$ cat src/rtl/uart_pkg.sv
// Shared UART definitions: receiver state encodings, Wishbone register map
// and line-level constants.
package uart_pkg;

   typedef enum logic [2:0] {
      RX_IDLE  = 3'd0,
      RX_START = 3'd1,
      RX_DATA  = 3'd2,
      RX_STOP  = 3'd3,
      RX_BREAK = 3'd4
   } rx_state_e;

   localparam logic [1:0] WB_ADDR_TX       = 2'h0;
   localparam logic [1:0] WB_ADDR_RX       = 2'h1;
   localparam logic [1:0] WB_ADDR_FREQ_DIV = 2'h2;

   localparam logic HIGH = 1'b1;
   localparam logic LOW  = 1'b0;

   localparam int DEFAULT_OVERSAMPLE = 16;

endpackage

$ cat src/rtl/uart_sync2.sv
// Two-flop synchroniser for an asynchronous single-bit input; both flops
// reset to 1 so an idle-high line looks idle straight out of reset.
module uart_sync2 (
   input  logic clk,
   input  logic reset,
   input  logic d_in,
   output logic q_out
);

   logic meta_q, meta_d;
   logic sync_q, sync_d;

   always_comb begin
      meta_d = d_in;
      sync_d = meta_q;
   end

   always_ff @(posedge clk or negedge reset) begin
      if (!reset) begin
         meta_q <= 1'b1;
         sync_q <= 1'b1;
      end else begin
         meta_q <= meta_d;
         sync_q <= sync_d;
      end
   end

   assign q_out = sync_q;

endmodule

$ cat src/rtl/uart_rx.sv
// UART serial receiver: oversampled start/data/stop detection on the shared
// sample_tick strobe, producing FIFO push, framing-error and overrun pulses.
module uart_rx
   import uart_pkg::*;
#(
   parameter int OVERSAMPLE = DEFAULT_OVERSAMPLE,
   parameter int DATA_BITS  = 8
) (
   input  logic                 clk,
   input  logic                 reset,
   input  logic                 sample_tick,
   input  logic                 rx_bit,
   input  logic                 fifo_full,
   output logic [DATA_BITS-1:0] rx_data,
   output logic                 rx_push,
   output logic                 frame_err,
   output logic                 overrun,
   output logic                 rx_busy
);

   localparam int TW = $clog2(OVERSAMPLE);
   localparam int BW = (DATA_BITS > 1) ? $clog2(DATA_BITS) : 1;
   localparam logic [TW-1:0] TICK_MID  = TW'(OVERSAMPLE / 2 - 1);
   localparam logic [TW-1:0] TICK_LAST = TW'(OVERSAMPLE - 1);
   localparam logic [BW-1:0] BIT_LAST  = BW'(DATA_BITS - 1);

   logic rx_s;

   rx_state_e            state_q, state_d;
   logic [TW-1:0]        tick_q, tick_d;
   logic [BW-1:0]        bit_q, bit_d;
   logic [DATA_BITS-1:0] shift_q, shift_d;
   logic [DATA_BITS-1:0] rx_data_q, rx_data_d;
   logic                 push_q, push_d;
   logic                 ferr_q, ferr_d;
   logic                 ovr_q, ovr_d;

   uart_sync2 u_sync (
      .clk   (clk),
      .reset (reset),
      .d_in  (rx_bit),
      .q_out (rx_s)
   );

   always_comb begin
      state_d   = state_q;
      tick_d    = tick_q;
      bit_d     = bit_q;
      shift_d   = shift_q;
      rx_data_d = rx_data_q;
      push_d    = LOW;
      ferr_d    = LOW;
      ovr_d     = LOW;
      unique case (state_q)
         // Start detection does not wait for a tick, so a back-to-back
         // frame is caught on the very next clk after STOP.
         RX_IDLE: begin
            if (rx_s == LOW) begin
               tick_d  = '0;
               state_d = RX_START;
            end
         end
         RX_START: begin
            if (sample_tick) begin
               if (tick_q == TICK_MID) begin
                  tick_d  = '0;
                  bit_d   = '0;
                  state_d = (rx_s == LOW) ? RX_DATA : RX_IDLE;
               end else begin
                  tick_d = tick_q + TW'(1);
               end
            end
         end
         RX_DATA: begin
            if (sample_tick) begin
               if (tick_q == TICK_LAST) begin
                  shift_d[bit_q] = rx_s;
                  tick_d         = '0;
                  if (bit_q == BIT_LAST) begin
                     state_d = RX_STOP;
                  end else begin
                     bit_d = bit_q + BW'(1);
                  end
               end else begin
                  tick_d = tick_q + TW'(1);
               end
            end
         end
         RX_STOP: begin
            if (sample_tick) begin
               if (tick_q == TICK_LAST) begin
                  tick_d = '0;
                  bit_d  = '0;
                  if (rx_s == HIGH) begin
                     if (fifo_full) begin
                        ovr_d = HIGH;
                     end else begin
                        push_d    = HIGH;
                        rx_data_d = shift_q;
                     end
                     state_d = RX_IDLE;
                  end else begin
                     ferr_d  = HIGH;
                     state_d = RX_BREAK;
                  end
               end else begin
                  tick_d = tick_q + TW'(1);
               end
            end
         end
         // A held-low line stays here, so a break reports one error only.
         RX_BREAK: begin
            if (rx_s == HIGH) begin
               state_d = RX_IDLE;
            end
         end
         default: state_d = RX_IDLE;
      endcase
   end

   always_ff @(posedge clk or negedge reset) begin
      if (!reset) begin
         state_q   <= RX_IDLE;
         tick_q    <= '0;
         bit_q     <= '0;
         shift_q   <= '0;
         rx_data_q <= '0;
         push_q    <= 1'b0;
         ferr_q    <= 1'b0;
         ovr_q     <= 1'b0;
      end else begin
         state_q   <= state_d;
         tick_q    <= tick_d;
         bit_q     <= bit_d;
         shift_q   <= shift_d;
         rx_data_q <= rx_data_d;
         push_q    <= push_d;
         ferr_q    <= ferr_d;
         ovr_q     <= ovr_d;
      end
   end

   assign rx_data   = rx_data_q;
   assign rx_push   = push_q;
   assign frame_err = ferr_q;
   assign overrun   = ovr_q;
   assign rx_busy   = (state_q != RX_IDLE);

endmodule

$ cat config.mk
export PLATFORM = sky130hd
export DESIGN_NAME = uart_rx
export DESIGN_NICKNAME = d
export VERILOG_FILES = /design/src/rtl/uart_pkg.sv /design/src/rtl/uart_sync2.sv /design/src/rtl/uart_rx.sv
export SDC_FILE = /design/constraint.sdc
export NUM_CORES = 1
export LEC_CHECK = 0
export ABC_AREA = 1
export CORE_MARGIN = 4
export CORE_UTILIZATION = 35
export DETAILED_ROUTE_END_ITERATION = 16
export PLACE_DENSITY_LB_ADDON = 0.25
export SYNTH_ARGS = -nofsm -noshare
export SYNTH_HDL_FRONTEND = slang
export SYNTH_SLANG_ARGS = --single-unit
$ cat constraint.sdc
create_clock -name clk -period 2.1 [get_ports clk]
set_input_delay 0.42 -clock clk [delete_from_list [all_inputs] [get_ports clk]]
set_output_delay 0.42 -clock clk [all_outputs]
set_load 0.02 [all_outputs]
==> metrics.log, run 1 <==
[metrics] Yosys warning count: 0
[metrics] most frequent cells in the layout: 74 x sky130_fd_sc_hd__nand2_1, 29 x sky130_fd_sc_hd__dfrtp_1, 16 x sky130_fd_sc_hd__clkdlybuf4s50_1
[metrics] detailed-route vias per instance: around 4.7
[metrics] Clock Tree Buf Depth: 2
[metrics] wire length per cell: between 10 and 15 um
[metrics] shortest period the worst path allows: 2.01 ns
[metrics] Yosys reg bits: 31
[metrics] final max-slew violation count: 0
[metrics] Final Setup Violations: 0
[metrics] # rows: 24
[metrics] data arrival time at the worst-slack endpoint: 1.59 ns
[metrics] Final #Nets: 221
[metrics] last weighted congestion value of the routability-driven placer: 0.868
[metrics] Distinct cells, synth: 26
[metrics] total count of hold-check failures in the final report: 0
[metrics] detailed-route via count: 1,239
[metrics] Die Footprint: 5610 sq um
[metrics] number of instances in the synthesized netlist: 191
[metrics] global-route usage over all layers: 12.6%
[metrics] maximum net fanout on the critical path: 5
[metrics] worst max-slew margin expressed relative to the limit: 73.4%
[metrics] Final Routed Wirelength: 2940 um
[metrics] reg-to-reg setup timing slack: 0.64 ns
[metrics] post-synthesis cell area: approximately 1600 sq um
[metrics] peak supply drop: 0.570 mV
[metrics] minimum setup slack in the final design: 0.0920 ns
[metrics] Initial Utilization: 36.0%
[metrics] Req. time, crit path: approximately 1.7 ns
[metrics] residual antenna-violating net count after detailed routing: 0
[metrics] CTS root buf: sky130_fd_sc_hd__clkbuf_8
[metrics] Num CTS Buffers: 5
[metrics] area grow syn2layout: 21.7%
[metrics] max frequency: 498 MHz
[metrics] largest net degree at the start of global routing: 32
[metrics] leftover overflow at the end of global routing: 0
[metrics] Mapped Nets: 199
[metrics] worst clock skew: 0.00178 ns
[metrics] port bufs: 16
[metrics] fraction of layout instances using a drive strength above 1: 16.4%
[metrics] power density of the placed cells: 985 nW/um^2
[metrics] RSZ-0062 raised after global routing: no
[metrics] number of global-route vias before repair: 1,168
[metrics] leading cell type in the layout, fill and taps excluded: sky130_fd_sc_hd__nand2_1
[metrics] width of the die: 74.9 um
[metrics] startpoint types: flop
[metrics] number of max-capacitance violations reported: 0
[metrics] class of the most critical hold timing path: flop to flop
[metrics] pin slew with the least headroom to its limit: 0.399 ns
[metrics] kind of critical path: flop to output port
[metrics] per-instance average area after synthesis: 8.20 sq um
[metrics] DRC errors left: 0
[metrics] result of the run: complete, no violations
[metrics] clock latency reported for the late side of the worst-skew pair: 0.28 ns
[metrics] violation count after the first detailed-route iteration: between 50 and 60
[metrics] first drt pass iteration count: 4
[metrics] number of antenna violations at the first check in global routing: 0
[metrics] core area: 4350 sq um
[metrics] Post-Place Worst Slack: between 0.3 and 0.4 ns
[metrics] ANT cells: 0
[metrics] depth of the CTS H-tree: 2
[metrics] # IOs: 17
[metrics] post-CTS setup buffers: 0
[metrics] setup TNS after final layout: 0 ns
[metrics] Final Cycle Share: 95.6%
[metrics] clock tree from TritonCTS: done
[metrics] kind of capture point of the worst setup path: output port
[metrics] half-perimeter wire length after detailed placement: 2150 um
[metrics] clock tree sinks: 31
[metrics] fraction of the yosys area taken by sequential cells: slightly below 50%
[metrics] wire length of the first global-routing pass: 5300 um
[metrics] Die Y-Extent: 74.9 um
[metrics] number of buffers inserted for hold repair after clock tree synthesis: 0
[metrics] static power due to leakage: ~0.96 nW
[metrics] number of gates resized after cts: 0
[metrics] filler instances: approximately 440
[metrics] post-CTS clock slew at the launch and capture registers of the worst setup and hold paths: 0.06 ns
area by class of cell:
| class | instances | area [sq um] | share of cell area [%] |
|---|---|---|---|
| repair buffers | 17 | 168 | 8.79 |
| clock buffers | 6 | 82.6 | 4.33 |
| clock inverters | 2 | 35.0 | 1.84 |
| well taps | 52 | 65.1 | 3.41 |
| flip-flops and latches | 31 | 778 | 40.8 |
| multi-input cells | 142 | 716 | 37.5 |
| inverters | 16 | 62.6 | 3.28 |
synth_stat cells:
master,n,area [sq um]
sky130_fd_sc_hd__a21oi_1,1,5.00
sky130_fd_sc_hd__a21oi_2,1,8.76
sky130_fd_sc_hd__buf_2,2,10.0
sky130_fd_sc_hd__clkinv_1,1,3.75
sky130_fd_sc_hd__dfrtp_1,29,726
sky130_fd_sc_hd__dfstp_2,2,52.6
sky130_fd_sc_hd__ha_1,3,37.5
sky130_fd_sc_hd__inv_1,10,37.5
sky130_fd_sc_hd__inv_2,4,15.0
sky130_fd_sc_hd__inv_4,1,6.26
sky130_fd_sc_hd__nand2_1,74,278
sky130_fd_sc_hd__nand2_2,6,37.5
sky130_fd_sc_hd__nand2_4,1,11.3
sky130_fd_sc_hd__nand3_1,8,40.0
sky130_fd_sc_hd__nand3_2,2,20.0
sky130_fd_sc_hd__nand3_4,1,17.5
sky130_fd_sc_hd__nand4_1,8,50.1
sky130_fd_sc_hd__nor2_1,9,33.8
sky130_fd_sc_hd__nor2_2,5,31.3
sky130_fd_sc_hd__nor2_4,3,33.8
sky130_fd_sc_hd__nor3b_1,1,7.51
sky130_fd_sc_hd__o21ai_0,11,55.1
sky130_fd_sc_hd__o21ai_1,5,25.0
sky130_fd_sc_hd__o22ai_1,1,6.26
sky130_fd_sc_hd__xnor2_1,1,8.76
sky130_fd_sc_hd__xor2_1,1,8.76
cell families (layout without fill, tap and decap cells):
group	after synthesis	count (layout)	share of synthesized area, %
flip-flops	31	31	49.7
buffers and inverters	18	41	4.63
AO/OA/AOI/OAI	19	19	6.39
adder cells (fa/ha/maj)	3	3	2.40
AND/OR/NAND/NOR	118	118	35.8
XOR/XNOR	2	2	1.12
metrics by stage:
stage | hold slack, ns | instance area (sq um) | std cells | util (%) | power [mW]
2_1_floorplan | 0.124 | 1570 | 191 | - | 1.15
3_3_place_gp | 0.347 | 1790 | 258 | 41.1 | 1.28
3_5_place_dp | 0.348 | 1790 | 258 | 41.1 | 1.28
4_1_cts | 0.358 | 1910 | 266 | 43.8 | 1.90
5_1_grt | 0.365 | 1910 | 266 | 43.8 | 2.03
6_report | 0.357 | 1910 | 266 | 43.8 | 1.88
report_power, final:
group	internal, mW	leakage (nW)	switching [mW]
Clock	0.384	0.0612	0.224
Combinational	0.181	0.476	0.346
Sequential	0.652	0.421	0.0913
Total	1.22	0.958	0.662
path summary, 6_finish.rpt:
check	to	from	cells after the start
setup / recovery	rx_busy	state_q[2]	3
hold / removal	u_sync.q_out	u_sync.meta_q	0
setup reg to reg	bit_q[0]	bit_q[0]	6
hold reg to reg	u_sync.q_out	u_sync.meta_q	0
max in group asynchronous	u_sync.q_out	reset	2
min in group asynchronous	rx_data[7]	reset	2
critical path, cell delays in order, from the launching register on:
cell                              delay, ns
sky130_fd_sc_hd__dfrtp_1               0.47
sky130_fd_sc_hd__inv_2                 0.11
sky130_fd_sc_hd__nand2_1               0.12
sky130_fd_sc_hd__clkdlybuf4s50_1       0.61
metal layers:
metal	global-route usage, %	vias to the layer above	part of all wire [%]
li1	-	664	-
met1	18.0	548	52
met2	17.8	21	41
met3	3.60	6	5.0
met4	5.34	0	2.3
met5	0	-	0
registers in the layout, summed over array words and instances (netlist names), 3 cells and up:
name,flops
bit_q,3
state_q,3
rx_data,8
tick_q,4
shift_q,8
Note: power is estimated with default switching activity, not from simulation.
==> run 2, diff against run 1 <==
Settings changed: RECOVER_POWER from default to 25.
==> run 2 against run 1 <==
Core utilization is 0.057 points lower. Wire length hardly changed. Sequential share of layout area is 0.054 points higher. Worst hold slack hardly changed. Fmax hardly changed. Cell area is 0.13% lower. Cell count stayed put. Total power hardly changed. Sequential power hardly changed. Combinational power hardly changed. Die area stayed put. Global-route usage stayed put.
==> metrics.log, run 2 (same netlist as run 1, synthesis figures left out) <==
[metrics] startpoint types: flop
[metrics] number of global-route vias before repair: 1,168 (unchanged)
[metrics] number of antenna violations at the first check in global routing: 0 (unchanged)
[metrics] Final Cycle Share: 95.6% (about the same)
[metrics] clock tree sinks: 31 (unchanged)
[metrics] ANT cells: 0 (unchanged)
[metrics] detailed-route vias per instance: 4.66 (unchanged)
[metrics] worst clock skew: 0.00178 ns (unchanged)
[metrics] cells along the critical path: inv_2, nand2_1, clkdlybuf4s50_1
[metrics] maximum net fanout on the critical path: 5 (unchanged)
[metrics] total count of hold-check failures in the final report: 0 (unchanged)
[metrics] core utilization of the finished layout: 43.7% (-0.057 points)
[metrics] width of the die: 74.9 um (unchanged)
[metrics] first drt pass iteration count: 4 (unchanged)
[metrics] data arrival time at the worst-slack endpoint: 1.59 ns (about the same)
[metrics] kind of capture point of the worst setup path: output port
[metrics] global-route usage over all layers: 12.6% (unchanged)
[metrics] class of the most critical hold timing path: flop to flop
[metrics] kind of critical path: flop to output port
[metrics] RSZ-0062 raised after global routing: no
[metrics] depth of the CTS H-tree: 2 (unchanged)
[metrics] port bufs: 16 (unchanged)
[metrics] proportion of power drawn by the clock network: 32.4% (about the same)
[metrics] post-CTS setup buffers: 0 (unchanged)
[metrics] number of gates resized after cts: 0 (unchanged)
[metrics] leftover overflow at the end of global routing: 0 (unchanged)
[metrics] highest cell delay on the worst timing path: 0.61 ns (about the same)
[metrics] Initial Utilization: 36.0% (unchanged)
[metrics] area grow syn2layout: 21.6%
[metrics] pin slew with the least headroom to its limit: 0.776 ns (+0.377 ns)
[metrics] power density of the placed cells: 986 nW/um^2 (about the same)
[metrics] cell family with the largest share of critical-path delay: buffers and inverters
[metrics] post-CTS clock slew at the launch and capture registers of the worst setup and hold paths: 0.06 ns (about the same)
[metrics] clock tree from TritonCTS: done
[metrics] violation count after the first detailed-route iteration: 57 (unchanged)
[metrics] last weighted congestion value of the routability-driven placer: 0.868 (unchanged)
[metrics] Final #Nets: 221 (unchanged)
[metrics] Clock Tree Buf Depth: 2 (unchanged)
[metrics] result of the run: complete, no violations
[metrics] Final Setup Violations: 0 (unchanged)
[metrics] number of max-capacitance violations reported: 0 (unchanged)
[metrics] share of total power in sequential cells: 39.6% (about the same)
[metrics] clock latency reported for the late side of the worst-skew pair: 0.28 ns (about the same)
[metrics] leading cell type in the layout, fill and taps excluded: sky130_fd_sc_hd__nand2_1
[metrics] half-perimeter wire length after detailed placement: 2150 um (unchanged)
[metrics] number of buffers inserted for hold repair after clock tree synthesis: 0 (unchanged)
[metrics] # IOs: 17 (unchanged)
[metrics] Req. time, crit path: 1.68 ns (about the same)
[metrics] combined buffer and inverter count along the critical path: 2 (unchanged)
[metrics] core area: 4350 sq um (unchanged)
[metrics] switching power summed over all nets: 0.662 mW (unchanged)
[metrics] static power due to leakage: 0.958 nW (about the same)
[metrics] # rows: 24 (unchanged)
[metrics] standard cell with the maximum stage delay on the critical path: sky130_fd_sc_hd__clkdlybuf4s50_1
[metrics] most frequent cells in the layout: 74 x sky130_fd_sc_hd__nand2_1, 29 x sky130_fd_sc_hd__dfrtp_1, 14 x sky130_fd_sc_hd__clkdlybuf4s50_1
[metrics] Die Footprint: 5610 sq um (unchanged)
[metrics] Final Routed Wirelength: 2940 um (about the same)
[metrics] CTS root buf: sky130_fd_sc_hd__clkbuf_8
[metrics] largest net degree at the start of global routing: 32 (unchanged)
[metrics] worst hold slack: 0.357 ns (+0.00000300 ns)
[metrics] sequential cell area: 778 sq um (unchanged)
[metrics] peak supply drop: 0.570 mV (about the same)
[metrics] filler instances: 444 (+0.23%)
[metrics] wire length per cell: 11.1 um (about the same)
[metrics] wire length of the first global-routing pass: 5300 um (unchanged)
[metrics] switching fraction of total power: 35.3% (about the same)
[metrics] shortest period the worst path allows: 2.01 ns (+0.0000219 ns)
[metrics] Num CTS Buffers: 5 (unchanged)
[metrics] max frequency: 498 MHz (about the same)
[metrics] area used by multi-input combinational logic: 716 sq um (unchanged)
[metrics] Die Y-Extent: 74.9 um (unchanged)
[metrics] final max-slew violation count: 0 (unchanged)
[metrics] internal power summed over all cells: 1.22 mW (-0.11%)
[metrics] fraction of layout instances using a drive strength above 1: 16.4% (unchanged)
[metrics] worst max-slew margin expressed relative to the limit: 48.3% (-25 points)
[metrics] DRC errors left: 0 (unchanged)
[metrics] residual antenna-violating net count after detailed routing: 0 (unchanged)
[metrics] setup TNS after final layout: 0 ns (unchanged)
[metrics] detailed-route via count: 1,239 (unchanged)
[metrics] combinational power share: 28.0% (about the same)
[run 2: power by group through the flow]
stage / Sequential (mW) / Clock [mW] / Combinational (mW)
floorplan: 0.717 / 0 / 0.433
global placement: 0.752 / 0 / 0.530
detailed placement: 0.753 / 0 / 0.527
CTS: 0.743 / 0.625 / 0.532
global route: 0.754 / 0.659 / 0.614
finish: 0.744 / 0.608 / 0.525
[run 2: per-stage QoR]
step	cell area, sq um	power [mW]	setup slack [ns]	cells
2_1_floorplan	1570	1.15	0.815	191
3_3_place_gp	1790	1.28	0.352	258
3_5_place_dp	1790	1.28	0.333	258
4_1_cts	1910	1.90	0.0834	266
5_1_grt	1900	2.03	0.0313	266
6_report	1900	1.88	0.0920	266
[run 2: final timing paths]
path                                from  slack (ns)            to  cells past startpoint
max                           state_q[2]        0.09       rx_busy                      3
min                        u_sync.meta_q        0.36  u_sync.q_out                      0
max reg2reg                     bit_q[0]        0.64      bit_q[0]                      6
min reg2reg                u_sync.meta_q        0.36  u_sync.q_out                      0
max in group asynchronous          reset        0.87    state_q[0]                      2
min in group asynchronous          reset        0.74    rx_data[7]                      2
[run 2: layout make-up]
type / instances / share of cell area, %
clock inverter: 2 / 1.84
timing repair buffer: 17 / 8.67
tap: 52 / 3.42
inverter: 16 / 3.29
clock buffer: 6 / 4.34
sequential: 31 / 40.9
multi-input combinational: 142 / 37.6
[run 2: worst reg2reg max path: cells and delay by family (launching register included)]
kind	cells	cell delay, ns
AO/OA/AOI/OAI	2	0.22
adder cells (fa/ha/maj)	2	0.44
flip-flops	1	0.48
AND/OR/NAND/NOR	2	0.23
[run 2: layer usage]
metal  global-route usage [%]  part of all wire (%)
met5                        0                     0
met4                     5.34                   2.3
met3                     3.60                   5.0
met2                     17.8                    41
met1                     18.0                    52
==> run 3, diff against run 2 <==
Settings changed: SYNTH_HIERARCHICAL from default to 1.
==> run 3 against run 2 <==
Cell count down 3.8%. Synthesized cell count down 4.7%. Area after synthesis down 4.4%. Global-route usage down 0.19 points. Flip-flop and latch count unchanged. Count of clock-buffer cells in the layout unchanged. Fmax down 0.33%. Sequential power down 3.1%. Clock power down 0.8%. Register-to-register slack worse by 0.13 ns. First-iteration DRC count up 42%.
==> metrics.log, run 3 <==
[metrics] Clock Tree Buf Depth: 2 (unchanged)
[metrics] length of routed met3 wiring: 110 um (-25%)
[metrics] detailed-route vias per instance: 4.74 (+1.8%)
[metrics] depth of the CTS H-tree: 2 (unchanged)
[metrics] met2 wire length: 1220 um (+1.0%)
[metrics] cell with the most instances after synthesis: sky130_fd_sc_hd__nand2_1
[metrics] clock tree from TritonCTS: done
[metrics] switching power summed over all nets: 0.609 mW (-7.9%)
[metrics] ANT cells: 0 (unchanged)
[metrics] post-CTS setup buffers: 0 (unchanged)
[metrics] fraction of layout instances using a drive strength above 1: 12.1% (-4.2 points)
[metrics] number of gates resized after cts: 0 (unchanged)
[metrics] largest net degree at the start of global routing: 32 (unchanged)
[metrics] CTS root buf: sky130_fd_sc_hd__clkbuf_8
[metrics] Initial Utilization: 36.9% (+0.93 points)
[metrics] number of instances in the synthesized netlist: 182 (-4.7%)
[metrics] Final Setup Violations: 0 (unchanged)
[metrics] Distinct cells, synth: 22 (-15%)
[metrics] Yosys warning count: 6 (+6)
[metrics] share of total power in sequential cells: 40.2% (+0.6 points)
[metrics] area grow syn2layout: 22.6%
[metrics] kind of capture point of the worst setup path: output port
[metrics] post-synthesis cell type with the largest combined area: sky130_fd_sc_hd__dfrtp_1
[metrics] result of the run: complete, no violations
[metrics] port bufs: 16 (unchanged)
[metrics] total count of hold-check failures in the final report: 0 (unchanged)
[metrics] DRC errors left: 0 (unchanged)
[metrics] worst max-slew margin expressed relative to the limit: 47.4% (-0.90 points)
[metrics] M1 WL: 1530 um (unchanged)
[metrics] number of global-route vias before repair: 1,101 (-5.7%)
[metrics] global-route usage over all layers: 12.4% (-0.19 points)
[metrics] Mapped Nets: 190 (-4.5%)
[metrics] internal power summed over all cells: 1.19 mW (-2.4%)
[metrics] data arrival time at the worst-slack endpoint: 1.59 ns (about the same)
[metrics] leading cell type in the layout, fill and taps excluded: sky130_fd_sc_hd__nand2_1
[metrics] filler instances: 411 (-7.4%)
[metrics] Num CTS Buffers: 5 (unchanged)
[metrics] Req. time, crit path: 1.68 ns (about the same)
[metrics] worst hold slack: 0.358 ns (+0.00119 ns)
[metrics] width of the die: 73.4 um (-2.0%)
[metrics] detailed-route via count: 1,214 (-2.0%)
[metrics] post-CTS clock slew at the launch and capture registers of the worst setup and hold paths: 0.07 ns (about the same)
[metrics] maximum net fanout on the critical path: 8 (+3)
[metrics] total chip power: 1.80 mW (-4.4%)
[metrics] dominant cells by area after synthesis: sky130_fd_sc_hd__dfrtp_1 48%, sky130_fd_sc_hd__nand2_1 15%, sky130_fd_sc_hd__nand3_1 7.0%, sky130_fd_sc_hd__o21ai_1 4.7%, sky130_fd_sc_hd__nor2_1 3.8%
[metrics] startpoint types: flop
[metrics] power density of the placed cells: 978 nW/um^2 (-0.78%)
[metrics] static power due to leakage: 0.905 nW (-5.4%)
[metrics] peak supply drop: 0.321 mV (-44%)
[metrics] number of antenna violations at the first check in global routing: 0 (unchanged)
[metrics] clock tree sinks: 31 (unchanged)
[metrics] wire length per cell: 11.3 um (+2.3%)
[metrics] kind of critical path: flop to output port
[metrics] residual antenna-violating net count after detailed routing: 0 (unchanged)
[metrics] Final Cycle Share: 95.9% (+0.32 points)
[metrics] number of buffers inserted for hold repair after clock tree synthesis: 0 (unchanged)
[metrics] leftover overflow at the end of global routing: 0 (unchanged)
[metrics] class of the most critical hold timing path: flop to flop
[metrics] pin slew with the least headroom to its limit: 0.789 ns (+0.0135 ns)
[metrics] max frequency: 496 MHz (-0.33%)
[metrics] post-synth top area share: 48.5% (+2.1 points)
[metrics] setup TNS after final layout: 0 ns (unchanged)
[metrics] core area: 4060 sq um (-6.8%)
[metrics] clock latency reported for the late side of the worst-skew pair: 0.28 ns (about the same)
[metrics] half-perimeter wire length after detailed placement: 2110 um (-1.9%)
[metrics] most frequent cells in the layout: 61 x sky130_fd_sc_hd__nand2_1, 29 x sky130_fd_sc_hd__dfrtp_1, 21 x sky130_fd_sc_hd__nand3_1
[metrics] wire length of the first global-routing pass: 5110 um (-3.6%)
[metrics] post-synthesis cell area: 1500 sq um (-4.4%)
[metrics] # IOs: 17 (unchanged)
[metrics] fraction of the yosys area taken by sequential cells: 52.0% (+2.3 points)
[metrics] highest signal layer in the routed design: met4
[metrics] ys async rst share: 100% (unchanged)
[metrics] Yosys reg bits: 31 (unchanged)
[metrics] most frequently used flop master after synthesis: sky130_fd_sc_hd__dfrtp_1
[metrics] Die Y-Extent: 73.4 um (-2.0%)
[metrics] Final Routed Wirelength: 2900 um (-1.5%)
[metrics] RSZ-0062 raised after global routing: no
[metrics] per-instance average area after synthesis: 8.23 sq um (+0.33%)
[metrics] Synth top cells by count: 61 x sky130_fd_sc_hd__nand2_1, 29 x sky130_fd_sc_hd__dfrtp_1, 21 x sky130_fd_sc_hd__nand3_1
[metrics] first drt pass iteration count: 4 (unchanged)
[metrics] # rows: 23 (-4.2%)
[metrics] Die Footprint: 5390 sq um (-3.9%)
[metrics] shortest period the worst path allows: 2.01 ns (+0.00674 ns)
[metrics] last weighted congestion value of the routability-driven placer: 0.839 (-3.4%)
[metrics] switching fraction of total power: 33.9% (-1.3 points)
[metrics] number of synthesized flops with an enable pin: 0 (unchanged)
[metrics] proportion of power drawn by the clock network: 33.6% (+1.2 points)
[metrics] Final #Nets: 213 (-3.6%)
[metrics] violation count after the first detailed-route iteration: 81 (+42%)
[metrics] combinational power share: 26.2% (-1.8 points)
[metrics] number of max-capacitance violations reported: 0 (unchanged)
[metrics] final max-slew violation count: 0 (unchanged)
[metrics] worst clock skew: 0.00458 ns (+0.00281 ns)
==> run 3: power by group through the flow <==
stage | clock network, mW | logic (mW) | registers (mW)
detailed placement | 0 | 0.473 | 0.729
finish | 0.603 | 0.470 | 0.721
CTS | 0.620 | 0.474 | 0.719
floorplan | 0 | 0.372 | 0.701
global placement | 0 | 0.469 | 0.731
global route | 0.645 | 0.530 | 0.729
==> run 3: cells by family (layout without fill, tap and decap cells) <==
kind of cell | count (synthesis) | count (layout) | share of synthesized area (%)
AOI/OAI and AO/OA | 20 | 20 | 6.68
DFF | 31 | 31 | 52.0
xor gates and xnor gates | 2 | 2 | 1.17
buffers and inverters | 16 | 40 | 4.60
adders and majority gates | 3 | 3 | 2.51
and+or+nand+nor | 110 | 110 | 33.1
==> run 3: worst max-delay path: stages (launching register included) <==
cell and delay (ns):
sky130_fd_sc_hd__dfrtp_1 0.48, sky130_fd_sc_hd__nor2_4 0.22, sky130_fd_sc_hd__nand2_1 0.07, sky130_fd_sc_hd__clkdlybuf4s50_1 0.54
==> run 3: area by class of cell <==
| cell class | instances | area (sq um) | share of cell area, % |
|---|---|---|---|
| Sequential cell | 31 | 778 | 42.4 |
| Tap cell | 50 | 62.6 | 3.41 |
| Clock inverter | 2 | 35.0 | 1.91 |
| Timing Repair Buffer | 17 | 165 | 9.00 |
| Clock buffer | 6 | 82.6 | 4.50 |
| Multi-Input combinational cell | 135 | 651 | 35.4 |
| Inverter | 15 | 61.3 | 3.34 |
==> run 3: routing by layer <==
metal,vias to the layer above,track usage [%]
li1,629,-
met2,21,16.9
met1,559,18.1
met5,-,0
met3,5,3.69
met4,0,5.43
==> run 3: path summary, 6_finish.rpt <==
check	slack [ns]	start	cells after the start	end
max in group asynchronous	0.86	reset	2	shift_q[5]
min in group asynchronous	0.74	reset	2	state_q[0]
setup / recovery	0.09	state_q[0]	3	rx_busy
hold reg to reg	0.36	u_sync/meta_q	0	u_sync/q_out
hold / removal	0.36	u_sync/meta_q	0	u_sync/q_out
setup reg to reg	0.51	tick_q[0]	8	shift_q[3]
==> run 3: per-stage QoR <==
step                      std cells  utilization (%)  worst slack, ns  cell area [sq um]
after floorplan                 182                -            0.748               1500
after global placement          248             42.4            0.369               1720
after detailed placement        248             42.4            0.380               1720
after CTS                       256             45.3           0.0680               1840
after global routing            256             45.2           0.0126               1840
final                           256             45.2           0.0853               1840
